### src/rtl/dither_reconstruct_if.sv
// Pixel stream bundle between the dithered 4-bit RGB source and the
// 8-bit reconstruction filter.
interface dither_reconstruct_if;
  logic        visible;
  logic [11:0] din;
  logic [23:0] dout;
  logic        dout_valid;
  logic        dout_visible;

  modport master (
    output visible, din,
    input  dout, dout_valid, dout_visible
  );

  modport slave (
    input  visible, din,
    output dout, dout_valid, dout_visible
  );
endinterface

### src/rtl/dither_reconstruct.sv
// Rebuilds an 8-bit-per-channel RGB estimate from a 4-bit dithered stream
// using a per-line sliding box filter over the last 2^WINDOW_LOG2 pixels.
// Blanking (visible=0) or rst wipes the window so no average spans lines.
module dither_reconstruct #(
  parameter int WINDOW_LOG2 = 4
) (
  input logic             clk,
  input logic             rst,
  dither_reconstruct_if.slave bus
);

  localparam int N      = 1 << WINDOW_LOG2;
  localparam int SUM_W  = 4 + WINDOW_LOG2;
  localparam int FILL_W = WINDOW_LOG2 + 1;
  localparam logic [FILL_W-1:0] N_F = FILL_W'(N);

  // Window sum scaled back to 8 bits; 15*N lands on 0xF0, so it cannot wrap.
  function automatic logic [7:0] scale(input logic [SUM_W-1:0] sum);
    logic [7:0] w;
    w = 8'(sum);
    return w << (4 - WINDOW_LOG2);
  endfunction

  // Stage p0: window state and registered outputs
  logic [FILL_W-1:0] fill_p0;
  logic [SUM_W-1:0]  sum_p0  [3];
  logic [3:0]        hist_p0 [3][N];
  logic [23:0]       dout_p0;
  logic              vld_p0;
  logic              vis_p0;

  logic              run;
  logic              full_nx;
  logic [FILL_W-1:0] fill_nx;
  logic [3:0]        s_ch    [3];
  logic [SUM_W:0]    wide    [3];
  logic [SUM_W-1:0]  sum_nx  [3];
  logic [7:0]        ch_out  [3];

  // Next sum per channel: add the new nibble, drop the oldest once the window is full.
  always_comb begin
    run     = (fill_p0 == N_F);
    fill_nx = run ? fill_p0 : fill_p0 + 1'b1;
    full_nx = (fill_nx == N_F);
    for (int c = 0; c < 3; c++) begin
      s_ch[c]   = bus.din[c*4 +: 4];
      wide[c]   = {1'b0, sum_p0[c]} + (SUM_W+1)'(s_ch[c])
                  - (run ? (SUM_W+1)'(hist_p0[c][N-1]) : '0);
      sum_nx[c] = wide[c][SUM_W-1:0];
      ch_out[c] = full_nx ? scale(sum_nx[c]) : {s_ch[c], 4'h0};
    end
  end

  // Window update; blanking and reset both restart the line from empty.
  always_ff @(posedge clk) begin
    if (rst || !bus.visible) begin
      fill_p0 <= '0;
      dout_p0 <= '0;
      vld_p0  <= 1'b0;
      for (int c = 0; c < 3; c++) begin
        sum_p0[c] <= '0;
        for (int i = 0; i < N; i++) hist_p0[c][i] <= '0;
      end
    end else begin
      fill_p0 <= fill_nx;
      dout_p0 <= {ch_out[2], ch_out[1], ch_out[0]};
      vld_p0  <= full_nx;
      for (int c = 0; c < 3; c++) begin
        sum_p0[c]     <= sum_nx[c];
        hist_p0[c][0] <= s_ch[c];
        for (int i = 1; i < N; i++) hist_p0[c][i] <= hist_p0[c][i-1];
      end
    end
  end

  // Active-video qualifier delayed to line up with dout.
  always_ff @(posedge clk) begin
    vis_p0 <= bus.visible & ~rst;
  end

  assign bus.dout         = dout_p0;
  assign bus.dout_valid   = vld_p0;
  assign bus.dout_visible = vis_p0;

endmodule

### src/flat_wrapper.sv
// flat-port wrapper written by rule: the top's interface ports become plain ports
module dither_reconstruct_flat 
#(
  parameter int WINDOW_LOG2 = 4
)
  (clk, rst, bus_visible, bus_din, bus_dout, bus_dout_valid, bus_dout_visible);
  dither_reconstruct_if bus_i ();
  input logic clk;
  input logic rst;
  input wire logic [$bits(bus_i.visible)-1:0] bus_visible;
  input wire logic [$bits(bus_i.din)-1:0] bus_din;
  output wire logic [$bits(bus_i.dout)-1:0] bus_dout;
  output wire logic [$bits(bus_i.dout_valid)-1:0] bus_dout_valid;
  output wire logic [$bits(bus_i.dout_visible)-1:0] bus_dout_visible;
  assign bus_i.visible = bus_visible;
  assign bus_i.din = bus_din;
  assign bus_dout = bus_i.dout;
  assign bus_dout_valid = bus_i.dout_valid;
  assign bus_dout_visible = bus_i.dout_visible;
  dither_reconstruct #(.WINDOW_LOG2(WINDOW_LOG2)) u_core (.clk(clk), .rst(rst), .bus(bus_i));
endmodule
### config.mk
export PLATFORM = sky130hd
export DESIGN_NAME = dither_reconstruct_flat
export DESIGN_NICKNAME = d
export VERILOG_FILES = /design/src/rtl/dither_reconstruct_if.sv /design/src/rtl/dither_reconstruct.sv /design/src/flat_wrapper.sv
export SDC_FILE = /design/constraint.sdc
export NUM_CORES = 1
export LEC_CHECK = 0
export CORE_MARGIN = 1.5
export CORE_UTILIZATION = 50
export DETAILED_ROUTE_END_ITERATION = 10
export PLACE_DENSITY_LB_ADDON = 0.1
export SETUP_SLACK_MARGIN = 0.4
export SYNTH_ARGS = -nofsm -noshare
export SYNTH_HDL_FRONTEND = slang
export SYNTH_SLANG_ARGS = --single-unit
### constraint.sdc
create_clock -name clk -period 4.5 [get_ports clk]
set_input_delay 1.35 -clock clk [delete_from_list [all_inputs] [get_ports clk]]
set_output_delay 1.35 -clock clk [all_outputs]
set_load 0.005 [all_outputs]
==> results.yml, run 1 <==
synthesis:
  yosysSeqAreaShare_pct: 59.7
  ys_ff_latch: 247
  async_reset_ff_share_pct: 0
  netlist.area_leader.share_pct: 59.7
  synth_cells: 756
  yosysTopAreaCell: "dfxtp_1"
  synth-simple-area-share_pct: 20.9
  synth-xor-area-share_pct: 1.38
  ys_warn_count: 0
  syn-num-nets: 809
  syn_avg_cell_area_um2: 11.0
  synthAdderAreaFrac_pct: 6.83
  synth_edf_count: 0
  ys.flop_type: "dfxtp_1"
  synthDistinctLibCells: 51
  synth.mux.area_fraction_pct: 1.21
  synth_area_leaders: "dfxtp_1 60%, and2_1 15%, ha_1 3.9%, fa_1 2.9%, inv_1 2.8%"
  synth_top_family_by_area: "simple AND/OR/NAND/NOR gates"
  synthesis.area_um2: 8280
  synth_compound_area_share_pct: 5.47
critical_path:
  critPathRequiredTime_ps: 4880
  cp_max_fo: 3
  start_kind: "primary input"
  crit_path_start: "bus_din[9]"
  worst_setup_path_end_kind: "register"
  crit_type: "primary input to register"
  cpPeakStageDelay_ps: 530
  reg2regPathDepth: 12
  cpMaxStageDelayCell: "fa_1"
  path_cells: "clkdlybuf4s50_1, inv_1, fa_1, inv_1, fa_1, a211oi_1, nor4b_1, a2111oi_0, mux2_4, nor2_2"
  cp_data_arrival_time_ps: 4230
  r2r-start: "u_core.fill_p0[0]"
  r2r_slack_ps: 700
timing:
  clock_skew_ps: 7.47
  finalSetupTns_ps: 0
  period_needed_ps: 3850
  drv_slew: 0
  fin_crit_sh_pct: 85.5
  tightestPinTransition_ps: 832
  setup_violations: 0
  rsz0062_at_grt: "false"
  timing.hold.ws_ps: 421
  max-slew-margin-rel_pct: 44.6
  finalHoldViolCount: 0
  clock.fmax_mhz: 260
power:
  cellPowerDensity_nw_per_um2: 491
  vdd_drop_max_uv: 291
  p_leak_uw: 0.00408
global_route:
  antenna_found_initial: 1
  use_met1_pct: 22.6
  gr-usage-met3_pct: 3.63
  overflow: 0
  gr-max-usage-layer: "met2"
  grt_max_degree: 49
  grt_use_total_pct: 17.0
  use_met2_pct: 27.1
  grt_pass1_wl_um: 24300
  grt_pass1_vias: 5024
layout:
  seq_area_um2: 4940
  postLayoutCoreUtil_pct: 60.3
  nets: 851
  drive_gt1_share_pct: 7.13
  fillers: 1320
  multi_input_area_um2: 2960
  final-instance-count-excl-fill: 1031
  area_growth_pct: 17.0
clocking:
  tritoncts.num_buffers: 25
  cts_max_level: 1
  cts_root_buf: "clkbuf_16"
  cts_tree: "yes"
  clk_path_buf_depth: 3
  cts.repair.resized: 0
  path_clk_slew_ps: 60
  post_cts_buffers: 0
  clkSinkCount: 247
  ctsHoldBuffers: 0
  clk_latency_ps: 500
die:
  dieArea_um2: 17300
  start_util_pct: 51.6
  fp.dieW_um: 132
  ios: 41
  core_um2: 16100
  die_h_um: 132
  rows: 46
routing:
  vias: 4909
  dr.pass1.iters: 4
  initialDrtViolationCount: 156
  wl_per_cell_um: 13.4
  wirelength_um: 13800
  viasPerCell: 4.76
  ant_nets: 0
  drc: 0
place:
  routabilityCongestion: 0.832
  hpwlAfterDp_um: 8780
  dp.cells: 987
  port_buffers: 40
min_path:
  min_from: "u_core.hist_p0[0][140]"
  hold_path.class: "register to register"
  whs_path_depth: 1
flow_run:
  maxCapViolCount: 0
run_status:
  status: "complete, no violations"
stage by stage:
step / cell area, um2 / worst slack, ps / total power [uW]
2_1_floorplan: 8280 / 836 / 2650
3_3_place_gp: 8860 / 210 / 2750
3_5_place_dp: 8860 / 146 / 2770
4_1_cts: 9690 / 667 / 4810
5_1_grt: 9690 / 464 / 4980
6_report: 9690 / 652 / 4750
worst max-delay path, delay by kind of cell:
family	cells	cell delay, ps
AO/OA/AOI/OAI	2	880
adder cells (fa/ha/maj)	2	1030
buffers and inverters	3	590
multiplexers	1	260
AND/OR/NAND/NOR	2	130
worst paths after layout:
kind                             to
min          u_core.hist_p0[0][136]
max             u_core.bus.dout[22]
max reg2reg     u_core.bus.dout[22]
min reg2reg  u_core.hist_p0[0][136]
final cells by class:
type	instances	share of cell area, %
well taps	216	2.79
inverters	62	2.42
repair buffers	47	4.68
clock buffers	38	7.68
multi-input cells	415	30.6
clock inverters	5	0.801
flip-flops and latches	247	51.0
diodes	1	0.0258
layer usage:
layer  share of wire [%]  wire (um)  vias up
met5                   0          0        -
met4                 3.0        414        0
met3                 4.1        568       35
met2                  45       6140       77
met1                  48       6660     2327
li1                    -          -     2470
registers in the layout (all words and copies together), names as in the netlist:
name                     count
u_core.bus.dout_valid        1
u_core.sum_p0               24
u_core.bus.dout             24
u_core.fill_p0               5
u_core.hist_p0             192
u_core.bus.dout_visible      1
power breakdown:
group / switching, uW / total, uW / internal, uW
sequential: 17.1 / 2250 / 2230
combinational: 286 / 484 / 198
clock: 777 / 2020 / 1250
total: 1080 / 4750 / 3670
cells in the final DEF (no fill, tap or decap), types with 4 or more instances in the layout:
cell type | synthesis | final
a211o_1 | 4 | 4
a211oi_1 | 9 | 9
a21o_1 | 5 | 5
a21oi_1 | 14 | 14
and2_1 | 201 | 201
buf_4 | 0 | 7
clkbuf_1 | 27 | 6
clkbuf_16 | 0 | 25
clkbuf_8 | 0 | 7
clkdlybuf4s50_1 | 0 | 40
dfxtp_1 | 247 | 247
fa_1 | 12 | 12
ha_1 | 26 | 26
inv_1 | 62 | 61
mux2_2 | 4 | 4
nand2_1 | 12 | 12
nand3_1 | 5 | 5
nand3b_1 | 4 | 4
nor2_1 | 32 | 32
nor2b_1 | 13 | 13
nor3_1 | 9 | 9
o211ai_1 | 8 | 8
o21ai_0 | 6 | 6
xnor2_1 | 5 | 5
xor2_1 | 8 | 8
synth_stat cells (all sizes together), types with 2 or more instances:
master	instances
buf	5
and2	201
o21a	3
o31ai	3
o211ai	8
nor2	34
or4	2
nor3	9
a211o	4
nand3	5
nand2b	2
fa	12
xor2	8
o31a	2
or3b	2
xnor2	5
dfxtp	247
o21ai	6
inv	62
a31oi	2
ha	26
a21o	5
nand3b	4
a21oi	14
clkbuf	27
nor2b	13
a211oi	9
nand2	12
nor3b	2
mux2	7
kinds of logic (layout without fill, tap and decap cells):
| kind of cell | Yosys count | count (layout) |
|---|---|---|
| AO/OA/AOI/OAI | 64 | 64 |
| buffers and inverters | 94 | 152 |
| adder cells (fa/ha/maj) | 38 | 38 |
| flip-flops | 247 | 247 |
| XOR/XNOR | 13 | 13 |
| multiplexers | 8 | 8 |
| other | 0 | 1 |
| AND/OR/NAND/NOR | 292 | 292 |
(Power assumes the default switching activity.)
==> inputs of run 2 (changes only) <==
--- a/config.mk
+++ b/config.mk
@@ -8,7 +8,7 @@
 export CORE_MARGIN = 1.5
 export CORE_UTILIZATION = 50
 export DETAILED_ROUTE_END_ITERATION = 10
-export PLACE_DENSITY_LB_ADDON = 0.1
+export PLACE_DENSITY = 0.79
 export SETUP_SLACK_MARGIN = 0.4
 export SYNTH_ARGS = -nofsm -noshare
 export SYNTH_HDL_FRONTEND = slang
==> run 2 against run 1 <==
Non-clock buffer count is the same. Utilization shrank 0.15 points. Worst hold slack lost 3.3 ps. Total power shrank 0.29%. Worst setup slack lost 120 ps. Register-to-register slack gained 50 ps. Die area is the same. Routed wire length shrank 7.9%. Critical path depth is the same.
==> results.yml, run 2 (same netlist as run 1, synthesis figures left out) <==
run_status:
  status: "complete, no violations"
die:
  core_um2: 16100
  start_util_pct: 51.6
  fp.dieW_um: 132
  rows: 46
  die_h_um: 132
  dieArea_um2: 17300
  ios: 41
layout:
  area_growth_pct: 16.7
  layout_commonest_cell: "dfxtp_1"
  nets: 849
  fillers: 1256
  drive_gt1_share_pct: 6.81
  postLayoutCoreUtil_pct: 60.2
  final_cell_mix: "247 x dfxtp_1, 201 x and2_1, 61 x inv_1, 40 x clkdlybuf4s50_1, 32 x nor2_1"
  antenna_cells: 0
  largest_reg_flops: 192
  top_register: "u_core.hist_p0"
routing:
  top_layer_used: "met4"
  initialDrtViolationCount: 240
  drc: 0
  met1_length_um: 6500
  vias: 4759
  route.met2.wl_um: 5410
  wirelength_um: 12700
  viasPerCell: 4.65
  dr.pass1.iters: 4
  ant_nets: 0
  wl_per_cell_um: 12.4
  met3_length_um: 554
power:
  switching_share_pct: 22.4
  clock_power_share_pct: 42.6
  power_switching_uw: 1060
  p_comb_share_pct: 10.0
  p_leak_uw: 0.00407
  seqPwrFrac_pct: 47.4
  internal_power_uw: 3680
  finalPower_uw: 4740
  cellPowerDensity_nw_per_um2: 490
  vdd_drop_max_uv: 334
timing:
  tightestPinTransition_ps: 849
  setup_slack_ps: 528
  finalSetupTns_ps: 0
  fin_crit_sh_pct: 88.3
  clock.fmax_mhz: 252
  finalHoldViolCount: 0
  clock_skew_ps: 16.4
  setup_violations: 0
  rsz0062_at_grt: "false"
  period_needed_ps: 3970
  max-slew-margin-rel_pct: 43.4
  drv_slew: 0
clocking:
  tritoncts.num_buffers: 23
  cts.repair.resized: 0
  cts_tree: "yes"
  post_cts_buffers: 0
  clk_latency_ps: 500
  cts_max_level: 1
  path_clk_slew_ps: 70
  clkSinkCount: 247
  clk_path_buf_depth: 3
  cts_root_buf: "clkbuf_16"
  ctsHoldBuffers: 0
place:
  hpwlAfterDp_um: 7980
  pre_cts_slack_ps: 47.9
  routabilityCongestion: 0.833
  port_buffers: 40
flow_run:
  maxCapViolCount: 0
global_route:
  overflow: 0
  grt_use_total_pct: 15.6
  grt_pass1_vias: 4707
  antenna_found_initial: 0
  grt_max_degree: 57
  grt_pass1_wl_um: 22600
critical_path:
  crit_type: "primary input to register"
  cp_data_arrival_time_ps: 4340
  cp_max_fo: 3
  worst_setup_path_end_kind: "register"
  start_kind: "primary input"
  critPathRequiredTime_ps: 4870
min_path:
  hold_path.class: "register to register"
==> run 2: cell types whose count changed in the layout (fill, tap and decap cells not counted), sizes merged <==
| cell | change |
|---|---|
| clkinv | +1 |
| clkinvlp | -1 |
| diode | -1 |
| bufinv | +3 |
| inv | +1 |
| clkbuf | -10 |
==> run 2: power by group through the flow <==
stage / combinational [uW] / clock [uW] / sequential [uW]
floorplan: 362 / 0 / 2290
global placement: 453 / 0 / 2290
detailed placement: 468 / 0 / 2290
CTS: 474 / 2070 / 2250
global route: 542 / 2160 / 2250
finish: 476 / 2020 / 2250
==> run 2: worst max-delay path, stage by stage <==
cell and delay [ps]:
clkdlybuf4s50_1 450, inv_1 70, fa_1 530, inv_1 70, fa_1 480, a211oi_1 380, nor4b_1 120, a2111oi_0 580
mux2_4 270, nor2_2 30
==> run 2: per-stage QoR <==
stage          instances  hold WS (ps)  cell area (um2)
4_1_cts             1024           421             9660
3_3_place_gp         987           407             8880
2_1_floorplan        756           406             8280
3_5_place_dp         987           410             8880
6_report            1024           418             9660
5_1_grt             1024           429             9660
==> run 2: cell type report <==
cell class              instances  area, um2  area share (%)
flip-flops and latches        247       4940            51.2
multi-input cells             415       2960            30.6
clock buffers                  28        614            6.36
repair buffers                 47        465            4.82
well taps                     216        270            2.80
inverters                      62        234            2.42
clock inverters                 9        174            1.80
==> run 2: final timing paths <==
| kind | slack (ps) | depth (start not counted) | end | startpoint |
|---|---|---|---|---|
| setup / recovery | 530 | 10 | u_core.bus.dout[22] | bus_din[9] |
| hold / removal | 420 | 1 | u_core.hist_p0[0][113] | u_core.hist_p0[0][117] |
| setup reg to reg | 750 | 12 | u_core.bus.dout[22] | u_core.fill_p0[0] |
| hold reg to reg | 420 | 1 | u_core.hist_p0[0][113] | u_core.hist_p0[0][117] |
==> run 2: routing by layer <==
layer,vias up,global-route usage [%]
met5,-,0
li1,2457,-
met2,69,24.0
met4,0,4.32
met1,2214,22.2
met3,19,3.47
==> inputs of run 3 (changes only) <==
--- a/config.mk
+++ b/config.mk
@@ -7,6 +7,7 @@
 export LEC_CHECK = 0
 export CORE_MARGIN = 1.5
 export CORE_UTILIZATION = 50
+export CTS_CLUSTER_DIAMETER = 40
 export DETAILED_ROUTE_END_ITERATION = 10
 export PLACE_DENSITY = 0.79
 export SETUP_SLACK_MARGIN = 0.4
==> run 3 against run 2 <==
Sequential power is essentially flat. Final cell count grew 0.98%. Via count up 0.82%. Maximum frequency rose by 1.5%. Utilization grew 0.76 points. Clock power grew 8%. Sequential share of layout area is 0.64 points lower. Combinational power is essentially flat. Critical path type unchanged. Largest power group unchanged. Highest routed layer unchanged.
==> results.yml, run 3 (same netlist as run 1, synthesis figures left out) <==
die:
  start_util_pct: 51.6
  dieArea_um2: 17300
  ios: 41
  rows: 46
  core_um2: 16100
  die_h_um: 132
  fp.dieW_um: 132
layout:
  largest_reg_flops: 192
  layout_commonest_cell: "dfxtp_1"
  top_register: "u_core.hist_p0"
  postLayoutCoreUtil_pct: 60.9
  antenna_cells: 0
  final_cell_mix: "247 x dfxtp_1, 201 x and2_1, 61 x inv_1, 40 x clkdlybuf4s50_1, 32 x nor2_1"
  nets: 852
  area_growth_pct: 18.2
  drive_gt1_share_pct: 7.82
timing:
  setup_violations: 0
  max-slew-margin-rel_pct: 43.0
  tightestPinTransition_ps: 855
  finalHoldViolCount: 0
  clock_skew_ps: 17.7
  timing.hold.ws_ps: 423
  rsz0062_at_grt: "false"
  clock.fmax_mhz: 256
  drv_slew: 0
  fin_crit_sh_pct: 86.9
  finalSetupTns_ps: 0
  period_needed_ps: 3910
place:
  routabilityCongestion: 0.833
  hpwlAfterDp_um: 7980
  port_buffers: 40
global_route:
  grt_pass1_wl_um: 22500
  overflow: 0
  grt_pass1_vias: 4692
  grt_use_total_pct: 15.6
  grt_max_degree: 57
  antenna_found_initial: 0
power:
  vdd_drop_max_uv: 329
  p_leak_uw: 0.00413
  cellPowerDensity_nw_per_um2: 502
  finalPower_uw: 4910
routing:
  wirelength_um: 12800
  vias: 4798
  wl_per_cell_um: 12.4
  ant_nets: 0
  initialDrtViolationCount: 237
  dr.pass1.iters: 4
  drc: 0
  viasPerCell: 4.64
min_path:
  hold_path.class: "register to register"
  min_from: "u_core.hist_p0[0][79]"
critical_path:
  cp_data_arrival_time_ps: 4310
  path_cells: "clkdlybuf4s50_1, inv_1, fa_1, inv_1, fa_1, a211oi_1, nor4b_1, a2111oi_0, mux2_4, nor2_2"
  cp_max_fo: 3
  crit_path_start: "bus_din[9]"
  r2r-start: "u_core.fill_p0[0]"
  cpPeakStageDelay_ps: 580
  start_kind: "primary input"
  crit_buf_inv: 3
  critPathTopFamily: "adder cells"
  crit_type: "primary input to register"
  cpMaxStageDelayCell: "a2111oi_0"
  worst_setup_path_end_kind: "register"
  critPathRequiredTime_ps: 4900
clocking:
  ctsHoldBuffers: 0
  clkSinkCount: 247
  tritoncts.num_buffers: 26
  clk_latency_ps: 520
  cts_root_buf: "clkbuf_16"
  cts_max_level: 1
  cts.repair.resized: 0
  post_cts_buffers: 0
  clk_path_buf_depth: 3
  cts_tree: "yes"
  path_clk_slew_ps: 70
run_status:
  status: "complete, no violations"
flow_run:
  maxCapViolCount: 0
==> run 3: cell count changes in the layout (fill, tap and decap cells not counted), sizes merged <==
cell / previous run / this run
inv: 62 / 63
clkinv: 4 / 11
bufinv: 5 / 4
clkbuf: 28 / 31
==> run 3: area by class of cell <==
cell class	count	area [um2]
Clock buffer	31	679
Sequential cell	247	4940
Timing Repair Buffer	47	465
Clock inverter	16	231
Fill cell	1222	6270
Tap cell	216	270
Inverter	62	234
Multi-Input combinational cell	415	2960
==> run 3: path summary, 6_finish.rpt <==
kind,to,depth (start not counted),slack [ps]
setup / recovery,u_core.bus.dout[22],10,590
hold / removal,u_core.hist_p0[0][75],1,420
setup reg to reg,u_core.bus.dout[22],12,770
hold reg to reg,u_core.hist_p0[0][75],1,420
==> run 3: power by group <==
part           switching, uW  internal (uW)
sequential              18.0           2230
combinational            279            198
clock                    858           1330
==> run 3: metal layers <==
metal	wire [um]	share of wire (%)	vias to the layer above	global-route usage, %
li1	-	-	2485	-
met1	6530	51	2213	21.7
met2	5370	42	75	23.7
met3	535	4.2	25	3.63
met4	337	2.6	0	5.37
met5	0	0	-	0
==> run 3: per-stage QoR <==
stage | std cells | setup WS (ps) | area [um2]
4_1_cts | 1034 | 608 | 9790
3_3_place_gp | 987 | 212 | 8880
5_1_grt | 1034 | 432 | 9790
6_report | 1034 | 589 | 9790
2_1_floorplan | 756 | 836 | 8280
3_5_place_dp | 987 | 47.9 | 8880
